--- src/rtl/mant_sub_pkg.sv ---
// Shared types and sizing helpers for the sequential mantissa subtractor.
// Latency: n/a (package only).
// Backpressure: n/a (package only).
package mant_sub_pkg;

  // Controller states; NEG is only entered when MANT_SUB_ABS_EN is defined
  typedef enum logic [1:0] {
    IDLE = 2'd0,
    RUN  = 2'd1,
    NEG  = 2'd2,
    DONE = 2'd3
  } state_t;

  localparam int DEF_WIDTH = 26;
  localparam int DEF_CHUNK = 8;

  // Number of CHUNK-bit slices needed to cover WIDTH bits
  function automatic int nch(input int width, input int chunk);
    return (width + chunk - 1) / chunk;
  endfunction

endpackage

--- src/rtl/mant_sub_seq_chunk_rca.sv ---
// One CHUNK-bit ripple-carry adder slice with carry in and carry out.
// Latency: combinational, zero cycles.
// Backpressure: none, pure function of its inputs.
module chunk_rca #(
  parameter int CHUNK = 8
) (
  input  logic [CHUNK-1:0] a,
  input  logic [CHUNK-1:0] b,
  input  logic             cin,
  output logic [CHUNK-1:0] s,
  output logic             cout
);

  logic [CHUNK:0] sum;

  // Extend by one bit so the carry out falls into the top position
  always_comb begin
    sum = {1'b0, a} + {1'b0, b} + {{CHUNK{1'b0}}, cin};
  end

  assign s    = sum[CHUNK-1:0];
  assign cout = sum[CHUNK];

endmodule

--- src/rtl/mant_sub_seq.sv ---
// Sequential A - B over WIDTH bits, one CHUNK-bit slice per clock (optional |A-B| via MANT_SUB_ABS_EN).
// Latency: out_valid rises NCH clocks after accept (2*NCH when MANT_SUB_ABS_EN and A < B).
// Backpressure: in_ready only in IDLE; result held in DONE until out_ready, no accept/complete bypass.
module mant_sub_seq
  import mant_sub_pkg::*;
#(
  parameter int WIDTH = DEF_WIDTH,
  parameter int CHUNK = DEF_CHUNK
) (
  input  logic             clk,
  input  logic             rst,
  input  logic             in_valid,
  output logic             in_ready,
  input  logic [WIDTH-1:0] a,
  input  logic [WIDTH-1:0] b,
  output logic             out_valid,
  input  logic             out_ready,
  output logic [WIDTH-1:0] diff,
  output logic             borrow,
  output logic             busy
);

  localparam int NCH = nch(WIDTH, CHUNK);
  localparam int PW  = NCH * CHUNK;
  localparam int CW  = (NCH > 1) ? $clog2(NCH) : 1;
  localparam logic [CW-1:0] LAST = CW'(NCH - 1);

  state_t                       state;
  logic [NCH-1:0][CHUNK-1:0]    op_a;
  logic [NCH-1:0][CHUNK-1:0]    op_nb;
  logic [NCH-1:0][CHUNK-1:0]    res;
  logic [PW-1:0]                res_flat;
  logic                         carry;
  logic [CW-1:0]                cnt;
  logic                         borrow_q;

  logic [CHUNK-1:0]             rca_a;
  logic [CHUNK-1:0]             rca_b;
  logic [CHUNK-1:0]             rca_s;
  logic                         rca_c;

  // Shared slice operands: minuend + inverted subtrahend in RUN, ~result + 0 in NEG
  always_comb begin
    rca_a = op_a[cnt];
    rca_b = op_nb[cnt];
    if (state == NEG) begin
      rca_a = ~res[cnt];
      rca_b = '0;
    end
  end

  chunk_rca #(
    .CHUNK (CHUNK)
  ) u_rca (
    .a    (rca_a),
    .b    (rca_b),
    .cin  (carry),
    .s    (rca_s),
    .cout (rca_c)
  );

  // Controller: accept, walk the chunks, optionally negate, then hold until taken
  always_ff @(posedge clk or posedge rst) begin
    if (rst) begin
      state     <= IDLE;
      in_ready  <= 1'b1;
      out_valid <= 1'b0;
      busy      <= 1'b0;
      op_a      <= '0;
      op_nb     <= '0;
      res       <= '0;
      carry     <= 1'b0;
      cnt       <= '0;
      borrow_q  <= 1'b0;
    end else begin
      case (state)
        IDLE: begin
          if (in_valid && in_ready) begin
            // Padding of ~b is all ones so the last carry matches bit WIDTH-1's carry
            op_a     <= PW'(a);
            op_nb    <= ~(PW'(b));
            carry    <= 1'b1;
            cnt      <= '0;
            in_ready <= 1'b0;
            busy     <= 1'b1;
            state    <= RUN;
          end
        end
        RUN: begin
          res[cnt] <= rca_s;
          carry    <= rca_c;
          cnt      <= cnt + 1'b1;
          if (cnt == LAST) begin
            // No carry out of the top means the subtraction borrowed
            borrow_q <= ~rca_c;
            cnt      <= '0;
            carry    <= 1'b1;
`ifdef MANT_SUB_ABS_EN
            if (!rca_c) begin
              state <= NEG;
            end else begin
              busy      <= 1'b0;
              out_valid <= 1'b1;
              state     <= DONE;
            end
`else
            busy      <= 1'b0;
            out_valid <= 1'b1;
            state     <= DONE;
`endif
          end
        end
        NEG: begin
          res[cnt] <= rca_s;
          carry    <= rca_c;
          cnt      <= cnt + 1'b1;
          if (cnt == LAST) begin
            cnt       <= '0;
            busy      <= 1'b0;
            out_valid <= 1'b1;
            state     <= DONE;
          end
        end
        DONE: begin
          if (out_ready) begin
            out_valid <= 1'b0;
            in_ready  <= 1'b1;
            state     <= IDLE;
          end
        end
        default: begin
          state <= IDLE;
        end
      endcase
    end
  end

  assign res_flat = res;
  assign diff     = res_flat[WIDTH-1:0];
  assign borrow   = borrow_q;

  // Padding bits above WIDTH never reach the result port
  generate
    if (PW > WIDTH) begin : g_pad
      logic pad_unused;
      assign pad_unused = ^res_flat[PW-1:WIDTH];
    end
  endgenerate

endmodule

--- config.mk ---
export PLATFORM = sky130hd
export DESIGN_NAME = mant_sub_seq
export DESIGN_NICKNAME = d
export VERILOG_FILES = /design/src/rtl/mant_sub_pkg.sv /design/src/rtl/mant_sub_seq_chunk_rca.sv /design/src/rtl/mant_sub_seq.sv
export SDC_FILE = /design/constraint.sdc
export NUM_CORES = 1
export LEC_CHECK = 0
export ABC_AREA = 1
export ABC_CLOCK_PERIOD_IN_PS = 6870
export CAP_MARGIN = 20
export CORE_UTILIZATION = 53
export CTS_BUF_LIST = sky130_fd_sc_hd__clkbuf_8
export CTS_CLUSTER_SIZE = 16
export DETAILED_ROUTE_END_ITERATION = 7
export PLACE_DENSITY = 0.8
export SLEW_MARGIN = 30
export SYNTH_ARGS = -nofsm -noshare
export SYNTH_HDL_FRONTEND = slang
export SYNTH_HIERARCHICAL = 1
export SYNTH_SLANG_ARGS = --single-unit
--- constraint.sdc ---
create_clock -name clk -period 6.87 [get_ports clk]
set_clock_uncertainty 0.1 [all_clocks]
set_input_delay 1.7175 -clock clk [delete_from_list [all_inputs] [get_ports clk]]
set_output_delay 1.7175 -clock clk [all_outputs]
set_load 0.02 [all_outputs]
# After elaboration in Yosys (flattened, before gate mapping)
# Cells that the tools add are included.
# word_totals
output_inout_bits	30
wordCells	79
input_bits	56
reg_bits	99
# op_classes
add_sub_neg	3
bitwise_logic	3
n_lt_le_gt_ge	2
n_reduce_logical	16
mux	29
eq_ne	7
# op_table
op	count
$bmux W8 S2	3
$mux W8	6
$bwmux W32	1
$not A26 Y32	1
$demux W8 S2	1
$reduce_and A3 Y1	4
$mux W2	5
$add A8 B8 Y9	1
$add A9 B1 Y9	1
$not A8 Y8	1
$reduce_and A2 Y1	4
$mux W1	7
$eq A2 B2 Y1 const B	3
$pmux W1 S2	3
$pmux W2 S3	1
$reduce_bool A2 Y1	3
$ne A2 B2 Y1 const B	2
$pmux W2 S2	1
$lt A2 B3 Y1 const B	1
$pmux W1 S3	1
$reduce_bool A3 Y1	1
$add A2 B1 Y2 const B	1
$eq A2 B1 Y1 const B	1
$ge A2 B1 Y1 const B	1
5 further kinds	6

# Longest topological paths before layout
# depth
word_depth	8
ltp_mapped	19
ltp_nobuf	18

# Hierarchy
# Netlist, hierarchy kept.
# modules_own_cells
module	n_inst	area_per_inst_um2	seq_area_each_um2	cells_each
mant_sub_seq	1	4744.6	2353.5	602
chunk_rca	1	382.9	0.0	59

# Worst setup path before layout
# No wires, ideal clock.
# synth_timing
path_type	register to register
start	register state[0]
end	register carry
period_less_slack_ns	2.760
t_arrival_ns	2.543
path_slack_ns	4.110
setup_time_ns	0.116
stages_incl_launch_ff	19
required_time_ns	6.654
path_buffers	1
cell_sequence	dfrtp_1 inv_1 ha_1 inv_1 buf_1 nand2_1 nand2_1 fa_1 fa_1 nand2_1 nand2_1 nand3b_4 nand2_1 nand2_1 nand2_1 o21ai_0 nand3_1 nand2_1 nand2_1
# synth_via
elab_chain_len	6
elab_cells_between_ends	12
cone_classes	add/sub: 2; eq/ne: 3; mux: 4; reduce/logical: 3
# synth_rtl
element	line_no	text
start: declaration	mant_sub_seq.sv:28	state_t state;
start signal: assignment	mant_sub_seq.sv:65	state <= IDLE;
start signal: assignment	mant_sub_seq.sv:86	state <= RUN;
start signal: assignment	mant_sub_seq.sv:109	state <= DONE;
$eq A2 B2 Y1 (*)	mant_sub_seq.sv:46	if (state == NEG) begin
$mux W8 (*)	mant_sub_seq.sv:46	
named net rca_a[0]	mant_sub_seq.sv:37	logic [CHUNK-1:0] rca_a;
$add A8 B8 Y9 (*)	mant_sub_seq_chunk_rca.sv:18	sum = {1'b0, a} + {1'b0, b} + {{CHUNK{1'b0}}, cin};
$add A9 B1 Y9 (*)	mant_sub_seq_chunk_rca.sv:18	
named net rca_c	mant_sub_seq.sv:40	logic rca_c;
$mux W1	mant_sub_seq.sv:93	if (cnt == LAST) begin
$pmux W1 S3 (*)	mant_sub_seq.sv:76	case (state)
end signal: assignment	mant_sub_seq.sv:91	carry <= rca_c;
end signal: assignment	mant_sub_seq.sv:115	carry <= rca_c;
end: declaration	mant_sub_seq.sv:33	logic carry;
# Mark *: on every way through the listed nets, which the timed path passes. The rest lies on a longest branch.
# A chain may end at the register's enable or synchronous reset.

# Final worst setup path
# layout_timing
start	register cnt[1]
end	register carry
# layout_via
elab_chain_len	8
elab_cells_between_ends	14
cone_classes	add/sub: 2; eq/ne: 1; mux: 10; bitwise: 1
# layout_rtl
element	line_no	text
start: declaration	mant_sub_seq.sv:34	logic [CW-1:0] cnt;
start signal: assignment	mant_sub_seq.sv:92	cnt <= cnt + 1'b1;
start signal: assignment	mant_sub_seq.sv:116	cnt <= cnt + 1'b1;
$bmux W8 S2	mant_sub_seq.sv:47	rca_a = ~res[cnt];
$mux W8 (not written as such)	mant_sub_seq.sv:47	
$not A8 Y8	mant_sub_seq.sv:47	
$mux W8 (*)	mant_sub_seq.sv:46	
named net rca_a[0]	mant_sub_seq.sv:37	
$add A8 B8 Y9 (*)	mant_sub_seq_chunk_rca.sv:18	
$add A9 B1 Y9 (*)	mant_sub_seq_chunk_rca.sv:18	
named net rca_c	mant_sub_seq.sv:40	
$mux W1	mant_sub_seq.sv:93	
$pmux W1 S3 (*)	mant_sub_seq.sv:76	
# Mark *: on every way through the listed nets, which the timed path passes. The rest lies on a longest branch. The select of a mux whose other input is x is not followed.

==> out/results.ini <==
[sta]
setup_violations = 0
period_share = 0.523
grt_setup_unrepaired = false
tightest_slew_ns = 0.785
fin_crit_ns = 3.59
clock.fmax_mhz = 278
tns_ns = 0
fin_ws_ns = 3.28
hold_violations = 0
relSlewSlack = 0.476
finalMaxSlewViolations = 0

[clock_tree]
cts.root.buffer_cell = clkbuf_8
cts_buffers = 9
cts_resized = 0
htree_num_levels = 3
cts_hold_buf = 0
post_cts_buffers = 0
cts.path.max_buffers = 2
cts_sinks = 94
clkTransAtPathRegs_ns = 0.09
insertion_delay_ns = 0.36
cts_tree = yes

[worst_setup_path]
cp-end-kind = flop
path_max_fanout = 28
worstPathCellList = inv_2 -> nand3_1 -> nand2_1 -> nand2_1 -> nand2_1 -> fa_1 -> fa_1 -> nand2_1 -> nand2_1 -> nand3b_4 -> nand2_1 -> nand2_1 -> nand2_1 -> o21ai_0 -> nand3_1 -> nand2_1 -> nand2_1
cp_common_cell = nand2_1
regToRegStartpoint = cnt[1]$_DFFE_PP0P_
critPathKind = reg -> reg
cp-startpoint = cnt[1]$_DFFE_PP0P_
ff2ff_setup_slack_ns = 3.28
cpMaxStageDelayCell = dfrtp_1
worstPathRequired_ns = 7.02
critPathCapture = carry$_DFFE_PP0P_
arrival_ns = 3.75
r2r_end = carry$_DFFE_PP0P_
rr_worst_depth = 17
cp-start-kind = flop
cpPeakStageDelay_ns = 0.84

[detailed_routing]
wirelength_um = 11200
drc = 0
route.detailed.wl_per_inst_um = 13.4
vias = 4362
antenna_left = 0
drt_iter0_markers = 244
drtPass1Iterations = 5
post_drt_via_cell_ratio = 5.21

[placement]
numPortBuffers = 85
place_ws_ns = 3.11
placed_cells = 822
place_hpwl_um = 7890
gp_congestion = 0.832
placed_cell_area_mm2 = 0.00579

[global_routing]
grt-ovfl-total = 0
grt.total_usage = 0.244
grt_pass1_vias = 4243
grt_max_degree = 62
antenna_found_initial = 0
grt_pass1_wl_um = 19400

[run]
cap_violations = 0

[die]
pin_count = 86
dieArea_mm2 = 0.0101
initial_core_util = 0.550
core_mm2 = 0.00933
fp-row-count = 35
die_x_um = 100
die_height_um = 100

[finish]
finalNetCount = 779
drive_gt1_frac = 0.0606
final_util = 0.641
design_area_mm2 = 0.00598
final_cells = 838
syn2layout_area_growth_pct = 16.5
diodes = 0

[logic_synthesis]
synth.net_count = 736
netlist_instances = 661
synth-seq-cells = 94
synth.distinct_cells = 30
yosys_warnings = 6
syn_area_per_cell_um2 = 7.76
seq_area_frac_synth = 0.459
netlist_area_mm2 = 0.00513

[pwr]
p_leak_nw = 2.93
power_density_mw_per_mm2 = 159
peakVddDrop_mv = 0.117

[min_path]
worstHoldStart = op_nb[0]$_DFFE_PP0P_
hold_class = reg -> reg

[outcome]
status = completed

==> synthesized netlist by cell type <==
master    instances  area [um^2]
nand2_1         277         1040
nand3_1          43          215
buf_1             1         3.75
buf_4            31          233
a21oi_4           1         16.3
nor2_1            9         33.8
dfrtp_1          93         2330
clkbuf_2          1         5.00
o21ai_2          11         96.3
xnor2_1           2         17.5
nand3b_4          1         20.0
nand4_1           1         6.26
inv_1            49          184
or2_2             1         6.26
nand2_2           1         6.26
clkbuf_1          6         22.5
ha_1             17          213
fa_1              2         40.0
a21oi_2           1         8.76
o21ai_1           2         10.0
nand3b_1          1         7.51
o21ai_0          74          370
dfstp_2           1         26.3
a21oi_1          10         50.1
xor2_1            1         8.76
buf_2            13         65.1
nand3_2           1         10.0
or2_4             2         17.5
inv_2             3         11.3
buf_6             5         56.3
==> worst min-delay path by stage <==
stage                                        to  slack, ns  cells past startpoint
final                      op_nb[0]$_DFFE_PP0P_       0.39                      2
after detailed placement   op_a[22]$_DFFE_PP0P_       0.37                      2
after floorplan            op_a[18]$_DFFE_PP0P_       0.35                      2
after global routing       op_nb[3]$_DFFE_PP0P_       0.42                      2
after global placement    op_nb[25]$_DFFE_PP0P_       0.37                      2
after CTS                  op_a[22]$_DFFE_PP0P_       0.39                      2
==> placed cells by master, fill, tap and decap left out, types with 3 or more instances in the layout <==
| cell | netlist | layout |
|---|---|---|
| o21ai_0 | 74 | 74 |
| o21ai_2 | 11 | 11 |
| clkdlybuf4s50_1 | 0 | 85 |
| buf_4 | 31 | 4 |
| clkbuf_8 | 0 | 9 |
| nand2_1 | 277 | 277 |
| clkinv_2 | 0 | 4 |
| nor2_1 | 9 | 9 |
| dfrtp_1 | 93 | 93 |
| ha_1 | 17 | 17 |
| nand3_1 | 43 | 43 |
| inv_2 | 3 | 3 |
| inv_1 | 49 | 49 |
| a21oi_1 | 10 | 10 |
==> worst max-delay path, delay by kind of cell (launching register included) <==
kind | cells | cell delay (ns)
AND/OR/NAND/NOR | 13 | 1.11
adder cells (fa/ha/maj) | 2 | 0.88
flip-flops | 1 | 0.84
buffers and inverters | 1 | 0.45
AO/OA/AOI/OAI | 1 | 0.10
==> stage by stage <==
step / hold WS, ns / power (mW)
after floorplan: 0.350 / 0.572
after global placement: 0.365 / 0.607
after detailed placement: 0.370 / 0.607
after CTS: 0.393 / 0.959
after global routing: 0.419 / 0.986
final: 0.390 / 0.953
==> report_power, final <==
group / internal [mW] / total [mW] / leakage (nW) / switching (mW)
clock network: 0.166 / 0.357 / 0.104 / 0.191
logic: 0.0275 / 0.0426 / 1.62 / 0.0151
registers: 0.553 / 0.553 / 1.20 / 0
==> sequential cells by signal (all words and copies together), names as in the netlist <==
| name | count |
|---|---|
| state | 2 |
| op_nb | 27 |
| in_ready | 1 |
| res | 6 |
| out_valid | 1 |
| diff | 26 |
| op_a | 26 |
| borrow | 1 |
| cnt | 2 |
| busy | 1 |
| carry | 1 |
==> kinds of logic (layout without fill, tap and decap cells) <==
kind of cell    Yosys count  in the layout  share of synthesized area
xor+xnor                  3              3                    0.00513
compound gates           99             99                      0.108
flops                    94             94                      0.459
buf+inv                 109            157                      0.113
fa+ha+maj                19             19                     0.0493
simple gates            337            337                      0.266
==> routing by layer <==
metal | global-route usage | vias to the layer above | share of wire
li1 | - | 2143 | -
met1 | 0.333 | 2040 | 0.47
met2 | 0.403 | 163 | 0.46
met3 | 0.0404 | 16 | 0.055
met4 | 0.0725 | 0 | 0.014
met5 | 0 | - | 0
==> layout make-up <==
type                    instances  area, um^2
repair buffers                 89         881
multi-input cells             458        2190
fillers                       839        3350
well taps                     129         161
flip-flops and latches         94        2350
clock buffers                   9         124
inverters                      52         196
clock inverters                 7        66.3
(Power assumes the default switching activity.)
